**config.mk**
```make
export PLATFORM = sky130hd
export DESIGN_NAME = mux6_1_reg_flat
export DESIGN_NICKNAME = d
export VERILOG_FILES = /design/src/rtl/alu_pkg.sv /design/src/rtl/mux6_1_reg_if.sv /design/src/rtl/mux6_1_dec.sv /design/src/rtl/mux6_1_reg.sv /design/src/flat_wrapper.sv
export SDC_FILE = /design/constraint.sdc
export NUM_CORES = 1
export LEC_CHECK = 0
export CAP_MARGIN = 40
export CORE_MARGIN = 5
export CORE_UTILIZATION = 36
export DETAILED_ROUTE_END_ITERATION = 16
export PLACE_DENSITY_LB_ADDON = 0.05
export SLEW_MARGIN = 10
export SYNTH_ARGS = -nofsm -noshare
export SYNTH_HDL_FRONTEND = slang
export SYNTH_SLANG_ARGS = --single-unit
```
**constraint.sdc**
```tcl
create_clock -name clk -period 2.25 [get_ports clk]
set_input_delay 0.3375 -clock clk [delete_from_list [all_inputs] [get_ports clk]]
set_output_delay 0.3375 -clock clk [all_outputs]
set_load 0.02 [all_outputs]
```
**src/rtl/alu_pkg.sv**
```systemverilog
// ALU-control codes shared by the ALU result path.
// The 4-bit control type and its six legal encodings.
package alu_pkg;

  typedef logic [3:0] aluCtrl_t;

  localparam aluCtrl_t ALU_AND = 4'b0000;
  localparam aluCtrl_t ALU_OR  = 4'b0001;
  localparam aluCtrl_t ALU_ADD = 4'b0010;
  localparam aluCtrl_t ALU_SUB = 4'b0110;
  localparam aluCtrl_t ALU_SLT = 4'b0111;
  localparam aluCtrl_t ALU_NOR = 4'b1100;

  localparam int NUM_SRC = 6;

endpackage

```
**src/rtl/mux6_1_reg_if.sv**
```systemverilog
// Bundle of the six ALU candidates, control code and registered result.
// master drives candidates; slave is the mux register stage.
interface mux6_1_reg_if
  import alu_pkg::*;
#(
  parameter int WIDTH = 32
);

  logic             in_valid;
  logic [WIDTH-1:0] in0;
  logic [WIDTH-1:0] in1;
  logic [WIDTH-1:0] in2;
  logic [WIDTH-1:0] in3;
  logic [WIDTH-1:0] in4;
  logic [WIDTH-1:0] in5;
  aluCtrl_t         sel;
  logic [WIDTH-1:0] out;
  logic             out_valid;
  logic             sel_err;
  logic             zero;

  modport master (
    output in_valid,
    output in0,
    output in1,
    output in2,
    output in3,
    output in4,
    output in5,
    output sel,
    input  out,
    input  out_valid,
    input  sel_err,
    input  zero
  );

  modport slave (
    input  in_valid,
    input  in0,
    input  in1,
    input  in2,
    input  in3,
    input  in4,
    input  in5,
    input  sel,
    output out,
    output out_valid,
    output sel_err,
    output zero
  );

endinterface

```
**src/rtl/mux6_1_dec.sv**
```systemverilog
// Combinational ALU-control decode picking one of six results.
// Unknown codes yield an all-zero word and raise illegal.
module mux6_1_dec
  import alu_pkg::*;
#(
  parameter int WIDTH = 32
) (
  input  aluCtrl_t         sel,
  input  logic [WIDTH-1:0] in0,
  input  logic [WIDTH-1:0] in1,
  input  logic [WIDTH-1:0] in2,
  input  logic [WIDTH-1:0] in3,
  input  logic [WIDTH-1:0] in4,
  input  logic [WIDTH-1:0] in5,
  output logic [WIDTH-1:0] word,
  output logic             illegal
);

  // Decode depends only on sel; unselected inputs never reach word
  always_comb begin
    word    = '0;
    illegal = 1'b0;
    unique case (1'b1)
      (sel == ALU_AND): word = in0;
      (sel == ALU_OR):  word = in1;
      (sel == ALU_ADD): word = in2;
      (sel == ALU_SUB): word = in3;
      (sel == ALU_SLT): word = in4;
      (sel == ALU_NOR): word = in5;
      default:          illegal = 1'b1;
    endcase
  end

endmodule

```
**src/rtl/mux6_1_reg.sv**
```systemverilog
// Registered 6-to-1 ALU result mux with zero and bad-code flags.
// One-cycle latency, one result accepted per cycle, no backpressure.
module mux6_1_reg
  import alu_pkg::*;
#(
  parameter int WIDTH = 32
) (
  input logic         clk,
  input logic         rst_n,
  mux6_1_reg_if.slave bus
);

  logic [WIDTH-1:0] decWord;
  logic             decIllegal;
  logic             decZero;

  mux6_1_dec #(
    .WIDTH (WIDTH)
  ) u_dec (
    .sel     (bus.sel),
    .in0     (bus.in0),
    .in1     (bus.in1),
    .in2     (bus.in2),
    .in3     (bus.in3),
    .in4     (bus.in4),
    .in5     (bus.in5),
    .word    (decWord),
    .illegal (decIllegal)
  );

  assign decZero = (decWord == '0);

  // Result and flags load on valid and hold otherwise; valid is a pulse
  always_ff @(posedge clk or negedge rst_n) begin
    if (!rst_n) begin
      bus.out       <= '0;
      bus.out_valid <= 1'b0;
      bus.sel_err   <= 1'b0;
      bus.zero      <= 1'b1;
    end else begin
      bus.out_valid <= bus.in_valid;
      if (bus.in_valid) begin
        bus.out     <= decWord;
        bus.sel_err <= decIllegal;
        bus.zero    <= decZero;
      end
    end
  end

endmodule

```
**src/flat_wrapper.sv**
```systemverilog
// flat-port wrapper written by rule: the top's interface ports become plain ports
module mux6_1_reg_flat import alu_pkg::*;
#(
  parameter int WIDTH = 32
)
  (clk, rst_n, bus_in_valid, bus_in0, bus_in1, bus_in2, bus_in3, bus_in4, bus_in5, bus_sel, bus_out, bus_out_valid, bus_sel_err, bus_zero);
  mux6_1_reg_if #(.WIDTH(WIDTH)) bus_i ();
  input logic clk;
  input logic rst_n;
  input wire logic [$bits(bus_i.in_valid)-1:0] bus_in_valid;
  input wire logic [$bits(bus_i.in0)-1:0] bus_in0;
  input wire logic [$bits(bus_i.in1)-1:0] bus_in1;
  input wire logic [$bits(bus_i.in2)-1:0] bus_in2;
  input wire logic [$bits(bus_i.in3)-1:0] bus_in3;
  input wire logic [$bits(bus_i.in4)-1:0] bus_in4;
  input wire logic [$bits(bus_i.in5)-1:0] bus_in5;
  input wire logic [$bits(bus_i.sel)-1:0] bus_sel;
  output wire logic [$bits(bus_i.out)-1:0] bus_out;
  output wire logic [$bits(bus_i.out_valid)-1:0] bus_out_valid;
  output wire logic [$bits(bus_i.sel_err)-1:0] bus_sel_err;
  output wire logic [$bits(bus_i.zero)-1:0] bus_zero;
  assign bus_i.in_valid = bus_in_valid;
  assign bus_i.in0 = bus_in0;
  assign bus_i.in1 = bus_in1;
  assign bus_i.in2 = bus_in2;
  assign bus_i.in3 = bus_in3;
  assign bus_i.in4 = bus_in4;
  assign bus_i.in5 = bus_in5;
  assign bus_i.sel = bus_sel;
  assign bus_out = bus_i.out;
  assign bus_out_valid = bus_i.out_valid;
  assign bus_sel_err = bus_i.sel_err;
  assign bus_zero = bus_i.zero;
  mux6_1_reg #(.WIDTH(WIDTH)) u_core (.clk(clk), .rst_n(rst_n), .bus(bus_i));
endmodule
```
======== After elaboration in Yosys (flattened, before gate mapping) ========
Cells that the tools add are included.
operators by class
  equal/unequal tests ..................... 5
  muxes and demuxes ....................... 2
  reduce and logical (&&, ||, !) cells .... 3
operators by type and width
  cell                  number
  $pmux W32 S6          1
  $logic_not A32 Y1     1
  $eq A4 B3 Y1 const B  2
  $reduce_or A6 Y1      1
  $eq A4 B1 Y1 const B  1
  $eq A4 B2 Y1 const B  1
  $eq A4 B4 Y1 const B  1
  $logic_not A4 Y1      1
  $mux W1               1
storage, ports and cells
  register bits ........................... 35
  word-level logic and storage cells ...... 14

======== Depth between registers and ports, before layout ========
  depth in word-level cells ............... 3
  gate-level depth with buffers ........... 9
  gate-level depth less buffers ........... 6

======== Hierarchy ========
From an unflattened synthesis, not the netlist that was laid out.
second synthesis, totals
  cell total of the unflattened synthesis .. 351
  area, all modules ....................... 3335.7 sq um
by module, submodules not included
  module      instances  cells an instance  area an instance (sq um)  seq. area each (sq um)
  mux6_1_dec  1          266                1970.6                    0.0
  mux6_1_reg  1          85                 1365.1                    877.1

======== Worst setup path after synthesis ========
Ideal clock, no wire load.
  path type ............................... input-to-reg
  from .................................... in bus_sel[1]
  to ...................................... reg u_core.bus.zero
  library setup time ...................... 0.089 ns
  arrival time ............................ 2.348 ns
  setup slack ............................. -0.187 ns
  cell stages on the path ................. 8
  path through ............................ clkbuf_1 -> and3b_1 -> clkbuf_1 -> a22oi_1 -> nand3_1 -> or4_1 -> or4_1 -> o32ai_2
between the ends
  cells in the longest elaborated chain, start to end .. 3
ends and longest elaborated chain
  what                                        line                 RTL
  from (decl)                                 flat_wrapper.sv:17   input wire logic [$bits(bus_i.sel)-1:0] bus_sel;
  $eq A4 B4 Y1, or another cell as far along  mux6_1_dec.sv:29     (sel == ALU_NOR): word = in5;
  $pmux W32 S6 *                              mux6_1_dec.sv:23     unique case (1'b1)
  $logic_not A32 Y1 *                         mux6_1_reg.sv:31     assign decZero = (decWord == '0);
  to (signal assigned)                        mux6_1_reg.sv:45     bus.zero <= decZero;
  to (decl)                                   mux6_1_reg_if.sv:49  output zero
Mark *: on every way between the ends. The rest lies on a longest branch, timed or not.
A chain may end at the register's enable or synchronous reset.

======== Worst setup path after layout ========
  from .................................... in bus_in4[19]
  to ...................................... reg u_core.bus.zero
between the ends
  cells in the longest elaborated chain, start to end .. 2
ends and longest elaborated chain
  what               line                RTL
  from (decl)        flat_wrapper.sv:15  input wire logic [$bits(bus_i.in4)-1:0] bus_in4;
  $pmux W32 S6       mux6_1_dec.sv:23
  $logic_not A32 Y1  mux6_1_reg.sv:31
No other way between the ends.

==> impl_metrics.env <==
export IMPL_run_status="finished with violations"
export IMPL_failing_checks="setup timing"
export IMPL_total_power_uw=2390
export IMPL_fill_cells=655
export IMPL_cts_root_buffer="clkbuf_8"
export IMPL_ys_ff_latch=35
export IMPL_power_per_cell_area_nw_per_um2=401
export IMPL_layout_drive_gt1_share_pct=17.6
export IMPL_chipWidth_um=100
export IMPL_via_count_of_the_first_global_routing_pass=4127
export IMPL_proportion_of_register_bits_with_asynchronous_set_or_reset_after_synthesis_pct=100
export IMPL_synth_cell_type_count=41
export IMPL_insertedDiodeCount=0
export IMPL_drt_total_wl_mm=15.3
export IMPL_cts_hold_buffers=0
export IMPL_final_min_period_over_clock_period_pct=100
export IMPL_core_area_sq_um=8090
export IMPL_dieArea_sq_um=10100
export IMPL_post_synth_instance_area_sq_um=2940
export IMPL_signed_area_change_from_the_synthesized_netlist_to_the_final_layout_pct=102
export IMPL_buffer_ports_inserted=233
export IMPL_postLayoutSetupSlackWorst_ns=-0.00397
export IMPL_synth_cells_most_frequent="37 x a21oi_1, 37 x mux2i_1, 36 x nor2_1"
export IMPL_grt_first_pass_wirelength_mm=22.6
export IMPL_synth_enable_flop_cells=0
export IMPL_synthesis_instances=339
export IMPL_preCtsSetupSlack_ns=-0.740
export IMPL_finish_stage_setup_viols=1
export IMPL_vias_per_cell=5.54
export IMPL_maxClockFrequency_mhz=444
export IMPL_numCtsBuffers=5
export IMPL_critPathRequiredTime_ns=2.46
export IMPL_largest_net_degree_at_the_start_of_global_routing=64
export IMPL_min_path_type="input pin to async pin"
export IMPL_floorplan_initialDensity_pct=36.4
export IMPL_crit_arrival_ns=2.46
export IMPL_clock_tree_htree_level_count=2
export IMPL_dp_final_hpwl_mm=12.2
export IMPL_seq_area_frac_synth_pct=29.8
export IMPL_post_synth_top_area_fraction_pct=28.9
export IMPL_slew_violations=0
export IMPL_chipHeight_um=100
export IMPL_routed_via_count=3944
export IMPL_clock_tree_from_tritoncts="done"
export IMPL_placer_congestion=0.909
export IMPL_routedWlPerCell_um=21.5
export IMPL_first_iter_violations=216
export IMPL_synth_area_leader_cell="dfrtp_1"
export IMPL_timing_max_cap_violations=0
export IMPL_final_net_count=805
export IMPL_detail_route_antenna_nets=0
export IMPL_worst_r2r_setup_slack_ns=1.45
export IMPL_synth_top_flop_cell="dfrtp_1"
export IMPL_globalRoute_totalOverflow=0
export IMPL_firstDrtPassIters=5
export IMPL_tightestPinTransition_ns=0.774
export IMPL_ios=234
export IMPL_dominant_cells_by_area_after_synthesis="dfrtp_1 29%, mux2i_1 13%, a21oi_1 6.3%"
export IMPL_syn_num_nets=538
export IMPL_insertion_delay_ns=0.28
export IMPL_grtUsageTotal_pct=28.9
export IMPL_post_layout_minimum_cycle_time_ns=2.25
export IMPL_critPathMaxFanout=2
export IMPL_cts_reportedPaths_clkPinSlew_ns=0.08
export IMPL_max_vdd_ir_drop_mv=0.337
export IMPL_synth_warning_count=0
export IMPL_avgSynthCellArea_sq_um=8.68
export IMPL_end_kind="register"
export IMPL_layout_cells_non_filler=712
export IMPL_rr_startpoint="u_core.bus.zero"
export IMPL_drc_violation_count_after_routing=0
export IMPL_beginning_of_the_critical_path="bus_in4[19]"
export IMPL_leakage_uw=0.00248
export IMPL_tritoncts_num_sinks=35
export IMPL_max_slew_margin_pct=48.4
export IMPL_antenna_violations_before_repair=0
export IMPL_crit_type="input pin to register"
export IMPL_cts_path_max_buffers=2
export IMPL_critical_path_startpoint_type="input pin"
export IMPL_final_hold_violation_count=0
export IMPL_std_cell_rows=33
export IMPL_numPlacedInstances=697
export IMPL_clock_skew_final_ns=0
## sequential cells by signal, summed over array words and instances, names as in the netlist
name and count:
u_core.bus.out 32, u_core.bus.zero 1, u_core.bus.sel_err 1, u_core.bus.out_valid 1
## kinds of logic (layout without fill, tap and decap cells)
family | count (synthesis) | in the layout | synth area share, %
DFF | 35 | 35 | 29.8
and+or+nand+nor | 97 | 97 | 18.1
AOI/OAI and AO/OA | 121 | 121 | 29.6
buffers and inverters | 37 | 305 | 5.35
muxes | 49 | 49 | 17.2
## where the power goes
part / total (uW) / switching [uW] / internal, uW
combinational: 1080 / 447 / 637
clock: 576 / 246 / 330
sequential: 729 / 36.8 / 692
total: 2390 / 729 / 1660
## routing by layer
metal	global-route usage, %	share of wire (%)	vias up
met5	0	0	-
li1	-	-	1849
met1	35.4	39	1843
met2	48.7	48	218
met4	9.64	3.2	0
met3	8.34	9.5	34
## final timing paths
| path | cells past startpoint | end |
|---|---|---|
| min | 1 | u_core.bus.out[19] |
| min in group clk | 4 | u_core.bus.out[20] |
| max in group asynchronous | 1 | u_core.bus.out[29] |
| max | 7 | u_core.bus.zero |
| min reg2reg | 2 | u_core.bus.zero |
| max reg2reg | 2 | u_core.bus.zero |
## worst max-delay path, stage by stage
cell	delay (ns)
clkdlybuf4s50_1	0.39
mux2_2	0.29
a22oi_1	0.30
and3_2	0.28
nand4_1	0.10
or4_4	0.56
o32ai_2	0.20
## layout make-up
cell class | count | area, sq um | share of cell area (%)
repair buffers | 294 | 2820 | 47.3
multi-input cells | 267 | 2010 | 33.7
flip-flops and latches | 35 | 877 | 14.7
well taps | 105 | 131 | 2.20
clock buffers | 5 | 68.8 | 1.15
clock inverters | 3 | 43.8 | 0.735
inverters | 3 | 11.3 | 0.189
## timing repair
item	CTS	global route
cloned	0	0
setup buffers	4	3
endpoints found under the setup margin	1	1
gates resized for setup	51	6
pin swaps	16	3
## placed cells by master, fill, tap and decap left out, drive strengths merged, types with 12 or more instances in the layout
cell type,n
a211oi,15
nand3b,13
a22o,17
buf,67
o2bb2ai,17
and2,14
nor2,36
dlygate4sd2,15
clkdlybuf4s50,212
mux2,12
a21oi,37
mux2i,37
dfrtp,34
## stage by stage
step	util, %	cell area, sq um	hold slack, ns	TNS (ns)
2_1_floorplan	-	2960	0.0419	0
3_3_place_gp	70.5	5710	0.453	-1.92
3_5_place_dp	70.5	5710	0.459	-3.19
4_1_cts	73.0	5910	0.138	0
5_1_grt	73.6	5960	0.178	-0.00730
6_report	73.6	5960	0.121	-0.00397
Note: power is estimated with default switching activity, not from simulation.
